### src/rtl/id_ex_decode_stage.sv
// ID-stage decoder and ID/EX pipeline register.
// Decodes instr_d into EX controls; supports stall, flush and illegal bubbles.
module id_ex_decode_stage #(
  parameter logic [4:0]  LINK_REG = 5'd31,
  parameter logic [31:0] RESET_PC = 32'd0
) (
  input  logic        clk,
  input  logic        rst_n,
  input  logic [31:0] instr_d,
  input  logic [31:0] pc_plus4_d,
  input  logic        valid_d,
  input  logic        stall,
  input  logic        flush,
  output logic [4:0]  alu_control_e,
  output logic [31:0] imm_e,
  output logic [31:0] shamt_e,
  output logic [1:0]  src_a_sel_e,
  output logic        src_b_sel_e,
  output logic [4:0]  rs_e,
  output logic [4:0]  rt_e,
  output logic [4:0]  write_reg_e,
  output logic        reg_write_e,
  output logic        mem_to_reg_e,
  output logic        mem_write_e,
  output logic        branch_e,
  output logic        jump_e,
  output logic [31:0] pc_plus4_e,
  output logic        valid_e,
  output logic        illegal_e
);

  localparam logic [4:0] A_ADD   = 5'd0;
  localparam logic [4:0] A_ADDU  = 5'd1;
  localparam logic [4:0] A_SUB   = 5'd2;
  localparam logic [4:0] A_SUBU  = 5'd3;
  localparam logic [4:0] A_AND   = 5'd4;
  localparam logic [4:0] A_NOR   = 5'd5;
  localparam logic [4:0] A_OR    = 5'd6;
  localparam logic [4:0] A_XOR   = 5'd7;
  localparam logic [4:0] A_SLL   = 5'd8;
  localparam logic [4:0] A_SLLV  = 5'd9;
  localparam logic [4:0] A_SRL   = 5'd10;
  localparam logic [4:0] A_SRLV  = 5'd11;
  localparam logic [4:0] A_SRA   = 5'd12;
  localparam logic [4:0] A_SRAV  = 5'd13;
  localparam logic [4:0] A_SLT   = 5'd14;
  localparam logic [4:0] A_JR    = 5'd15;
  localparam logic [4:0] A_ADDI  = 5'd16;
  localparam logic [4:0] A_ADDIU = 5'd17;
  localparam logic [4:0] A_ANDI  = 5'd18;
  localparam logic [4:0] A_ORI   = 5'd19;
  localparam logic [4:0] A_BEQ   = 5'd20;
  localparam logic [4:0] A_BNE   = 5'd21;
  localparam logic [4:0] A_LW    = 5'd22;
  localparam logic [4:0] A_SW    = 5'd23;
  localparam logic [4:0] A_J     = 5'd24;
  localparam logic [4:0] A_JAL   = 5'd25;
  localparam logic [4:0] A_XORI  = 5'd26;

  typedef struct packed {
    logic [4:0]  alu;
    logic [31:0] imm;
    logic [4:0]  shamt;
    logic [1:0]  a_sel;
    logic        b_sel;
    logic [4:0]  rs;
    logic [4:0]  rt;
    logic [4:0]  wr;
    logic        rw;
    logic        m2r;
    logic        mw;
    logic        br;
    logic        jmp;
    logic [31:0] pc;
    logic        vld;
    logic        ill;
  } id_ex_t;

  logic [5:0]  op, fn;
  logic [4:0]  rs, rt, rd, sh;
  logic [31:0] sext, zext, bofs, jtgt;
  logic        is_r, is_ari, is_logi;
  logic        is_mem, is_br, is_j;
  logic        legal;
  id_ex_t      dec, bubble;
  id_ex_t      ex_d, ex_q;

  assign op   = instr_d[31:26];
  assign rs   = instr_d[25:21];
  assign rt   = instr_d[20:16];
  assign rd   = instr_d[15:11];
  assign sh   = instr_d[10:6];
  assign fn   = instr_d[5:0];
  assign sext = {{16{instr_d[15]}}, instr_d[15:0]};
  assign zext = {16'd0, instr_d[15:0]};
  assign bofs = {sext[29:0], 2'b00};
  assign jtgt = {pc_plus4_d[31:28], instr_d[25:0], 2'b00};

  assign is_r    = (op == 6'h00);
  assign is_ari  = (op == 6'h08) || (op == 6'h09);
  assign is_logi = (op == 6'h0C) || (op == 6'h0D) || (op == 6'h0E);
  assign is_mem  = (op == 6'h23) || (op == 6'h2B);
  assign is_br   = (op == 6'h04) || (op == 6'h05);
  assign is_j    = (op == 6'h02) || (op == 6'h03);

  always_comb begin
    dec       = '0;
    legal     = 1'b1;
    dec.alu   = A_ADDU;
    dec.rs    = rs;
    dec.rt    = rt;
    dec.shamt = sh;
    dec.pc    = pc_plus4_d;
    dec.vld   = 1'b1;
    unique case (1'b1)
      is_r: begin
        dec.wr = rd;
        dec.rw = 1'b1;
        case (fn)
          6'h20: dec.alu = A_ADD;
          6'h21: dec.alu = A_ADDU;
          6'h22: dec.alu = A_SUB;
          6'h23: dec.alu = A_SUBU;
          6'h24: dec.alu = A_AND;
          6'h25: dec.alu = A_OR;
          6'h26: dec.alu = A_XOR;
          6'h27: dec.alu = A_NOR;
          6'h2A: dec.alu = A_SLT;
          6'h00: begin
            dec.alu   = A_SLL;
            dec.a_sel = 2'd1;
          end
          6'h02: begin
            dec.alu   = A_SRL;
            dec.a_sel = 2'd1;
          end
          6'h03: begin
            dec.alu   = A_SRA;
            dec.a_sel = 2'd1;
          end
          6'h04: dec.alu = A_SLLV;
          6'h06: dec.alu = A_SRLV;
          6'h07: dec.alu = A_SRAV;
          6'h08: begin
            dec.alu = A_JR;
            dec.jmp = 1'b1;
            dec.rw  = 1'b0;
            dec.wr  = 5'd0;
          end
          default: legal = 1'b0;
        endcase
      end
      is_ari: begin
        dec.alu   = op[0] ? A_ADDIU : A_ADDI;
        dec.imm   = sext;
        dec.b_sel = 1'b1;
        dec.wr    = rt;
        dec.rw    = 1'b1;
      end
      is_logi: begin
        dec.alu   = (op[1:0] == 2'b00) ? A_ANDI :
                    (op[1:0] == 2'b01) ? A_ORI : A_XORI;
        dec.imm   = zext;
        dec.b_sel = 1'b1;
        dec.wr    = rt;
        dec.rw    = 1'b1;
      end
      is_mem: begin
        dec.imm   = sext;
        dec.b_sel = 1'b1;
        dec.wr    = rt;
        if (op[3]) begin
          dec.alu = A_SW;
          dec.mw  = 1'b1;
        end else begin
          dec.alu = A_LW;
          dec.rw  = 1'b1;
          dec.m2r = 1'b1;
        end
      end
      is_br: begin
        dec.alu = op[0] ? A_BNE : A_BEQ;
        dec.imm = bofs;
        dec.br  = 1'b1;
        dec.wr  = rt;
      end
      is_j: begin
        dec.imm = jtgt;
        dec.jmp = 1'b1;
        dec.wr  = rt;
        dec.alu = A_J;
        // JAL links through the ALU: A=pc+4, B forced to 0 in EX
        if (op[0]) begin
          dec.alu   = A_JAL;
          dec.a_sel = 2'd2;
          dec.b_sel = 1'b1;
          dec.wr    = LINK_REG;
          dec.rw    = 1'b1;
        end
      end
      default: legal = 1'b0;
    endcase
    dec.rw = dec.rw & (dec.wr != 5'd0);
  end

  always_comb begin
    bubble     = '0;
    bubble.alu = A_ADDU;
    ex_d       = ex_q;
    if (flush) begin
      ex_d = bubble;
    end else if (!stall) begin
      if (!valid_d) begin
        ex_d = bubble;
      end else if (!legal) begin
        ex_d     = bubble;
        ex_d.ill = 1'b1;
      end else begin
        ex_d = dec;
      end
    end
  end

  always_ff @(posedge clk or negedge rst_n) begin
    if (!rst_n) begin
      ex_q    <= '0;
      ex_q.pc <= RESET_PC;
    end else begin
      ex_q <= ex_d;
    end
  end

  assign alu_control_e = ex_q.alu;
  assign imm_e         = ex_q.imm;
  assign shamt_e       = {27'd0, ex_q.shamt};
  assign src_a_sel_e   = ex_q.a_sel;
  assign src_b_sel_e   = ex_q.b_sel;
  assign rs_e          = ex_q.rs;
  assign rt_e          = ex_q.rt;
  assign write_reg_e   = ex_q.wr;
  assign reg_write_e   = ex_q.rw;
  assign mem_to_reg_e  = ex_q.m2r;
  assign mem_write_e   = ex_q.mw;
  assign branch_e      = ex_q.br;
  assign jump_e        = ex_q.jmp;
  assign pc_plus4_e    = ex_q.pc;
  assign valid_e       = ex_q.vld;
  assign illegal_e     = ex_q.ill;

endmodule

### config.mk
export PLATFORM = sky130hd
export DESIGN_NAME = id_ex_decode_stage
export DESIGN_NICKNAME = d
export VERILOG_FILES = /design/src/rtl/id_ex_decode_stage.sv
export SDC_FILE = /design/constraint.sdc
export NUM_CORES = 1
export LEC_CHECK = 0
export CORE_MARGIN = 3
export CORE_UTILIZATION = 43
export DETAILED_ROUTE_END_ITERATION = 8
export PLACE_DENSITY_LB_ADDON = 0.1
export SYNTH_ARGS = -nofsm -noshare
export SYNTH_HDL_FRONTEND = slang
export SYNTH_SLANG_ARGS = --single-unit
### constraint.sdc
create_clock -name clk -period 0.8 [get_ports clk]
set_input_delay 0.12 -clock clk [delete_from_list [all_inputs] [get_ports clk]]
set_output_delay 0.12 -clock clk [all_outputs]
set_load 0.03 [all_outputs]
; After elaboration in Yosys (flattened, before gate mapping)
; Index checks and enable logic that the tools add are counted.
[word_totals]
register_bits = 99
latch_bits = 0
ramBits = 0
rom_bits = 0
inputBits = 69
output_inout_bits = 126
wordCells = 91
n_memories = 0
[op_classes]
addsub = 0
n_mul = 0
div = 0
magnitude_cmp = 0
eq_ne = 28
shift = 0
muxes = 29
bitwise = 1
reduce_logical = 17
[op_table]
columns = op, n
row1 = 99-bit 2-to-1 mux, 4
row2 = 32-bit case mux with 4 select lines, 1
row3 = "6-bit == test, second input constant", 11
row4 = 4-bit case mux with 15 select lines, 1
row5 = "6-bit by 4-bit == test with 1-bit output, second input constant", 6
row6 = "6-bit by 3-bit == test with 1-bit output, second input constant", 5
row7 = 5-bit case mux with 6 select lines, 1
row8 = "6-bit by 2-bit == test with 1-bit output, second input constant", 4
row9 = 16-bit OR reduction, 1
row10 = 5-bit case mux with 3 select lines, 1
row11 = 6-bit logical NOT, 2
row12 = 6-bit 2-to-1 mux, 2
row13 = 1-bit 2-to-1 mux, 9
row14 = 4-bit 2-to-1 mux, 2
row15 = 1-bit logical OR, 6
row16 = 1-bit case mux with 2 select lines, 3
row17 = 3-bit OR reduction, 2
row18 = 5-bit nonzero test, 1
row19 = 5-bit OR reduction, 1
row20 = 2-bit 2-to-1 mux, 2
row21 = 1-bit case mux with 4 select lines, 1
row22 = 2-bit case mux with 2 select lines, 1
row23 = 2-bit OR reduction, 2
row24 = 4-bit OR reduction, 1
row25 = 5 further kinds, 5

; Longest topological paths before layout
; Gate-level depths: netlist of the first run.
[depth]
word_depth = 11
depth_mapped = 8
depth_no_buf = 5

; Least setup slack after synthesis of the first run
; OpenSTA, ideal clock, no wires.
[synth_path]
path_type = input-to-reg
start = input port instr_d[28]
end = register ex_q, in the netlist alu_control_e[0]
setup_ns = 0.142
arrival_time_ns = 1.642
required_time_ns = 0.658
slack_ns = -0.983
path_stages = 8
n_path_buf = 3
cell_sequence = buf_2 > or4_4 > nor3_4 > o211ai_2 > a21boi_2 > buf_6 > buf_6 > a32oi_1
[synth_between]
elab_chain_cells = 9
word_cells_on_any_way = 25
classes_between = eq/ne: 11 / mux: 6 / reduce/logical: 8
[synth_lines]
columns = element, line_no
row1 = "start, declared", 9  ; input logic [31:0] instr_d,
row2 = 6-bit by 4-bit == test with 1-bit output, 101  ; assign is_logi = (op == 6'h0C) || (op == 6'h0D) || (op == 6'h0E);
row3 = 1-bit logical OR (2 in a row), 101
row4 = 5-bit OR reduction (no line), n/a
row5 = 1-bit case mux with 2 select lines, 115  ; unique case (1'b1)
row6 = 99-bit 2-to-1 mux *, 215  ; end else if (!legal) begin
row7 = 99-bit 2-to-1 mux *, 213  ; if (!valid_d) begin
row8 = 99-bit 2-to-1 mux *, 212  ; end else if (!stall) begin
row9 = 99-bit 2-to-1 mux *, 210  ; if (flush) begin
row10 = "end, declared", 86  ; id_ex_t ex_d, ex_q;
; Every way passes the cells marked *; elsewhere a longest branch is shown, timed or not. The select of a mux whose other input is x is not followed.
; A chain may end at the register's enable or synchronous reset.

; Worst setup path in the final report of the first run
[layout_path]
start = input port instr_d[28]
end = register ex_q, in the netlist write_reg_e[2]
[layout_between]
elab_chain_cells = 9
word_cells_on_any_way = 26
classes_between = eq/ne: 11 / mux: 6 / reduce/logical: 9
[layout_lines]
columns = element, line_no
row1 = 6-bit by 4-bit == test with 1-bit output, 101
row2 = 1-bit logical OR (2 in a row), 101
row3 = 4-bit OR reduction (no line) / 5-bit OR reduction (equally long branches), n/a
row4 = 5-bit case mux with 3 select lines / 1-bit case mux with 2 select lines (equally long branches), 115
row5 = 99-bit 2-to-1 mux *, 215
row6 = 99-bit 2-to-1 mux *, 213
row7 = 99-bit 2-to-1 mux *, 212
row8 = 99-bit 2-to-1 mux *, 210
; Marks and branches as above.

==> results of run 1 <==
==> worst paths after layout <==
kind	end	slack (ns)	start
hold reg to reg	imm_e[8]$_DFFE_PN0P_	0.53	imm_e[8]$_DFFE_PN0P_
setup reg to reg	shamt_e[3]$_DFFE_PN0P_	-0.23	shamt_e[3]$_DFFE_PN0P_
min in group asynchronous	alu_control_e[4]$_DFFE_PN0P_	0.19	rst_n
hold / removal	src_a_sel_e[1]$_DFFE_PN0P_	0.13	flush
setup / recovery	write_reg_e[2]$_DFFE_PN0P_	-0.87	instr_d[28]
max in group asynchronous	rt_e[1]$_DFFE_PN0P_	0.13	rst_n
==> routing by layer <==
layer  wire [um]  up-vias
li1            -     2228
met1        7000     2493
met2       10100      261
met3        1240       66
met4         633        0
met5           0        -
==> what timing repair did <==
| item | CTS | global route |
|---|---|---|
| endpoints found under the hold margin | 99 | 0 |
| gates cloned | 10 | 0 |
| endpoints found under the setup margin | 198 | 198 |
| setup buffers | 68 | 45 |
| gates resized for setup | 234 | 36 |
| pin swaps | 56 | 38 |
| hold buffers | 1 | 0 |
==> stage by stage <==
stage / hold slack (ns) / power [mW]
after floorplan: -0.176 / 5.93
after global placement: -0.00551 / 6.77
after detailed placement: 0.00643 / 6.79
after CTS: 0.179 / 9.99
after global routing: 0.153 / 10.5
final: 0.135 / 10.2
==> placed cells by master, fill, tap and decap left out, drive strengths merged, types with 7 or more instances in the layout <==
cell / netlist / routed
buf: 39 / 300
dfrtp: 99 / 99
a22o: 68 / 68
nand2: 58 / 58
clkdlybuf4s50: 0 / 53
o21ai: 30 / 30
conb: 1 / 27
nor2: 19 / 19
a22oi: 15 / 15
clkbuf: 23 / 10
nor2b: 7 / 7
==> flip-flops by register name (all words and copies together) (netlist names), 2 cells and up <==
name / count
shamt_e: 5
pc_plus4_e: 32
alu_control_e: 5
src_a_sel_e: 2
rt_e: 5
imm_e: 32
write_reg_e: 5
rs_e: 5
==> area by class of cell <==
cell class	count	share of cell area
well taps	136	0.0192
inverters	3	0.00127
multi-input cells	298	0.253
flip-flops and latches	99	0.280
clock inverters	6	0.00452
clock buffers	10	0.0155
repair buffers	361	0.426
==> power groups by stage <==
| stage | sequential [mW] | clock, mW | combinational (mW) |
|---|---|---|---|
| floorplan | 5.25 | 0 | 0.684 |
| global placement | 5.17 | 0 | 1.61 |
| detailed placement | 5.17 | 0 | 1.62 |
| CTS | 5.07 | 3.02 | 1.90 |
| global route | 5.08 | 3.26 | 2.16 |
| finish | 5.08 | 3.06 | 2.05 |
==> worst min-delay path, stage by stage <==
cell and delay [ns]:
dlymetal6s2s_1 0.15, buf_4 0.16, nor2_1 0.04
==> cell families after synthesis <==
family          Yosys count  share of synthesized area
compound gates          155                      0.261
other cells               1                   0.000809
simple gates            113                      0.116
xor+xnor                  1                    0.00189
mux                       2                    0.00432
flops                    99                      0.535
buf+inv                  65                     0.0818
==> flow_metrics.py, run 1 <==
metrics = {
    "run_status": {
        "status": "complete, but fails checks",
        "violations": "negative setup slack",
    },
    "cts": {
        "cts.path.max_buffers": 2,
        "root_buffer": "clkbuf_8",
        "numCtsBuffers": 9,
        "clk_pin_slew_ns": 0.09,
        "insertion_delay_ns": 0.37,
        "cts_tree": "built",
        "h-tree-depth": 3,
        "cts_sinks": 99,
    },
    "routing": {
        "routed_via_density": 5.53,
        "ant_nets": 0,
        "drc": 0,
        "routedWlPerCell_um": 20.7,
        "route.vias.total": 5048,
        "drt-pass1-iter-count": 5,
        "routed_wl_mm": 18.9,
        "drt_iter0_drc": 289,
    },
    "logic_synthesis": {
        "synth_top_area_cell": "dfrtp_1",
        "async_reset_ff_frac": 1.00,
        "syn_area_per_cell_um2": 10.6,
        "synth_seq_cells": 99,
        "synth_cells": 436,
        "synth_edf_count": 0,
        "yosysMostFrequentCell": "dfrtp_1",
        "synth_area_um2": 4630,
        "yosysUniqueCellTypes": 53,
        "synth_top_area_frac": 0.535,
        "ys_top_cells_by_area": "dfrtp_1, a22o_1, nand2_1",
        "yosysWarnings": 0,
        "seq_area_frac_synth": 0.535,
        "synthFlopType": "dfrtp_1",
        "synth_common_cells": "dfrtp_1, a22o_1, nand2_1, buf_4, o21ai_0",
    },
    "worst_setup_path": {
        "crit_required_ns": 1.10,
        "cp_cell_sequence": "buf_8 -> or4_4 -> nor3_4 -> o211ai_2 -> a21boi_4 -> buf_6 -> buf_12 -> buf_12 -> buf_16 -> a22o_1",
        "critPathTopFamily": "simple AND/OR/NAND/NOR gates",
        "critPathKind": "primary input to flip-flop",
        "path_depth": 10,
        "reg2reg_depth": 3,
        "crit_top_cell": "buf_12",
        "cp-end-kind": "flip-flop",
        "cp_max_fo": 7,
        "cp_num_buf_inv": 5,
        "max_stage_delay_ns": 0.55,
        "critical_path_arrival_ns": 1.97,
        "cp-start-kind": "primary input",
        "crit_slowest_cell": "or4_4",
    },
    "cells_and_area": {
        "postLayoutCoreUtil": 0.850,
        "nNetsFinal": 841,
        "multi_input_area_um2": 2240,
        "final_area_um2": 8860,
        "area_growth_syn_to_layout_pct": 91.1,
        "regArea_um2": 2480,
        "final_cells": 913,
        "drive_gt1_frac": 0.514,
        "fillers": 510,
        "n_antenna_cell": 0,
    },
    "hold_path": {
        "hold_depth": 3,
        "hp-class": "primary input to flip-flop",
    },
    "global_route": {
        "met2_usage": 0.510,
        "grt_max_degree": 45,
        "use_met1": 0.348,
        "busiest_layer": "met2",
        "use_met3": 0.0634,
        "track_usage": 0.290,
        "grt_pass1_wl_mm": 26.6,
        "antenna_found_initial": 0,
        "overflow": 0,
        "first_global_vias": 4973,
    },
    "floorplan": {
        "rows": 37,
        "die_area_um2": 12100,
        "initial_core_util": 0.445,
        "die_w_um": 110,
        "fp.dieH_um": 110,
        "core_area_um2": 10400,
        "io_pins": 195,
    },
    "placed_design": {
        "place_inst": 784,
        "pre_cts_slack_ns": -1.47,
        "portBuffers": 167,
        "placedInstanceArea_um2": 6850,
        "hpwl_mm": 10.3,
        "gp_congestion": 0.832,
    },
    "power": {
        "irDropWorstVdd_mv": 0.897,
        "power_switching_mw": 2.96,
        "swShare": 0.291,
        "p_int_mw": 7.23,
        "seq_power_share": 0.498,
        "leakagePower_nw": 4.36,
        "power_frac_clock": 0.301,
        "comb_power_share": 0.201,
        "power_density_nw_per_um2": 1150,
    },
    "sta": {
        "skew_ns": 0,
        "slew_violations": 0,
        "min_period_ns": 1.67,
        "finalSetupTns_ns": -94.09,
        "setup_ws_ns": -0.868,
        "fin_crit_sh": 2.09,
        "rsz0062_at_grt": "true",
        "hold_viol": 0,
        "setup_viol": 198,
        "timing.fmax_ghz": 0.599,
    },
    "job": {
        "drv_cap": 0,
    },
}
Power figures use the tool's default switching activity.
==> inputs of run 2 (changes only) <==
--- a/config.mk
+++ b/config.mk
@@ -5,6 +5,7 @@
 export SDC_FILE = /design/constraint.sdc
 export NUM_CORES = 1
 export LEC_CHECK = 0
+export CORE_ASPECT_RATIO = 0.75
 export CORE_MARGIN = 3
 export CORE_UTILIZATION = 43
 export DETAILED_ROUTE_END_ITERATION = 8
==> flow_metrics.py, run 2 (synthesis gave the netlist of run 1 again) <==
metrics = {
    "run_status": {
        "status": "complete, but fails checks",
        "violations": "negative setup slack",
    },
    "cts": {
        "h-tree-depth": 3,
        "numCtsBuffers": 9,
        "insertion_delay_ns": 0.34,
        "cts.path.max_buffers": 2,
        "cts_tree": "built",
        "root_buffer": "clkbuf_16",
        "cts_sinks": 99,
        "clk_pin_slew_ns": 0.07,
    },
    "placed_design": {
        "hpwl_mm": 10.2,
        "gp_congestion": 0.847,
        "place_inst": 788,
        "pre_cts_slack_ns": -1.48,
        "portBuffers": 167,
        "placedInstanceArea_um2": 6940,
    },
    "cells_and_area": {
        "fillers": 513,
        "area_growth_syn_to_layout_pct": 92.3,
        "final_common_cell": "buf_4",
        "final_cells": 900,
        "drive_gt1_frac": 0.490,
        "final_area_um2": 8910,
        "postLayoutCoreUtil": 0.856,
        "final_cell_mix": "buf_4, buf_6, dfrtp_1",
        "nNetsFinal": 827,
    },
    "sta": {
        "timing.fmax_ghz": 0.603,
        "fin_crit_sh": 2.07,
        "min_period_ns": 1.66,
        "skew_ns": 0,
        "hold_viol": 0,
        "whs_ns": 0.256,
        "slew_violations": 0,
        "finalSetupTns_ns": -88.41,
        "worst_pin_slew_ns": 0.556,
        "setup_ws_ns": -0.858,
        "setup_viol": 198,
        "relSlewSlack": 0.625,
        "rsz0062_at_grt": "true",
    },
    "power": {
        "swShare": 0.253,
        "p_int_mw": 9.07,
        "total_power_mw": 12.1,
        "power_density_nw_per_um2": 1360,
        "comb_power_share": 0.169,
        "irDropWorstVdd_mv": 1.04,
        "power_frac_clock": 0.412,
        "seq_power_share": 0.419,
        "power_switching_mw": 3.06,
        "leakagePower_nw": 4.34,
    },
    "worst_setup_path": {
        "critical_path_arrival_ns": 1.85,
        "cp_max_fo": 6,
        "reg2reg_depth": 3,
        "reg2reg_from": "alu_control_e[2]$_DFFE_PN0P_",
        "cp-start-kind": "primary input",
        "regToRegSetupSlack_ns": -0.26,
        "cp-end-kind": "flip-flop",
        "r2r-end": "alu_control_e[2]$_DFFE_PN0P_",
        "crit_required_ns": 0.99,
        "critPathKind": "primary input to flip-flop",
    },
    "floorplan": {
        "initial_core_util": 0.445,
        "die_area_um2": 12100,
        "rows": 32,
        "io_pins": 195,
        "fp.dieH_um": 95.9,
        "die_w_um": 126,
        "core_area_um2": 10400,
    },
    "routing": {
        "route.vias.total": 5023,
        "ant_nets": 0,
        "drt_iter0_drc": 341,
        "routedWlPerCell_um": 20.5,
        "drt-pass1-iter-count": 7,
        "routed_via_density": 5.58,
        "routed_wl_mm": 18.5,
        "drc": 0,
    },
    "global_route": {
        "grt_max_degree": 69,
        "overflow": 0,
        "antenna_found_initial": 0,
        "first_global_vias": 4901,
        "grt_pass1_wl_mm": 26.5,
        "track_usage": 0.278,
    },
    "hold_path": {
        "hp-class": "primary input to flip-flop",
        "hold_depth": 4,
        "hold_end": "mem_to_reg_e$_DFFE_PN0P_",
        "min_from": "instr_d[29]",
    },
    "job": {
        "drv_cap": 0,
    },
}
run 2: worst max-delay path by stage:
stage,cells after the start,end,startpoint
global placement,6,reg_write_e$_DFFE_PN0P_,instr_d[26]
floorplan,8,alu_control_e[0]$_DFFE_PN0P_,instr_d[28]
global route,9,imm_e[1]$_DFFE_PN0P_,instr_d[26]
detailed placement,7,jump_e$_DFFE_PN0P_,instr_d[26]
finish,9,alu_control_e[0]$_DFFE_PN0P_,instr_d[26]
CTS,9,alu_control_e[0]$_DFFE_PN0P_,instr_d[26]
run 2: timing repair:
action,4_1_cts,5_1_grt
hold buffers,1,0
endpoints found under the hold margin,99,0
setup buffers,56,39
cloned,9,0
endpoints found under the setup margin,198,198
pin swaps,35,33
resized for setup,227,36
run 2: critical path, cell delays in order:
cell	delay (ns)
buf_8	0.10
or4_4	0.56
nor3_4	0.22
o211ai_4	0.15
a21boi_4	0.23
buf_12	0.15
buf_4	0.12
buf_12	0.11
a32oi_1	0.09
run 2: area by class of cell:
class | count | area [um^2] | share of cell area
clock buffers | 10 | 229 | 0.0257
flip-flops and latches | 99 | 2480 | 0.278
multi-input cells | 298 | 2310 | 0.259
diodes | 1 | 2.50 | 0.000281
repair buffers | 347 | 3600 | 0.404
clock inverters | 6 | 111 | 0.0125
well taps | 136 | 170 | 0.0191
inverters | 3 | 11.3 | 0.00126
run 2: routing by layer:
| metal | up-vias | routed length (um) | global-route usage |
|---|---|---|---|
| met4 | 0 | 419 | 0.0786 |
| met3 | 43 | 1320 | 0.0588 |
| met5 | - | 0 | 0 |
| li1 | 2197 | - | - |
| met1 | 2530 | 7480 | 0.369 |
| met2 | 253 | 9280 | 0.468 |
run 2: power groups by stage:
stage	registers [mW]	logic (mW)	clock network, mW
3_3_place_gp	5.17	1.62	0
5_1_grt	5.08	2.17	5.24
2_1_floorplan	5.25	0.684	0
3_5_place_dp	5.17	1.64	0
4_1_cts	5.08	1.93	5.04
6_report	5.08	2.05	5.00
==> inputs of run 3 (changes only) <==
--- a/config.mk
+++ b/config.mk
@@ -5,6 +5,7 @@
 export SDC_FILE = /design/constraint.sdc
 export NUM_CORES = 1
 export LEC_CHECK = 0
+export ABC_CLOCK_PERIOD_IN_PS = 800
 export CORE_ASPECT_RATIO = 0.75
 export CORE_MARGIN = 3
 export CORE_UTILIZATION = 43
==> results of run 3 <==
The final DEF is identical to that of run 2; final timing and power are the same.
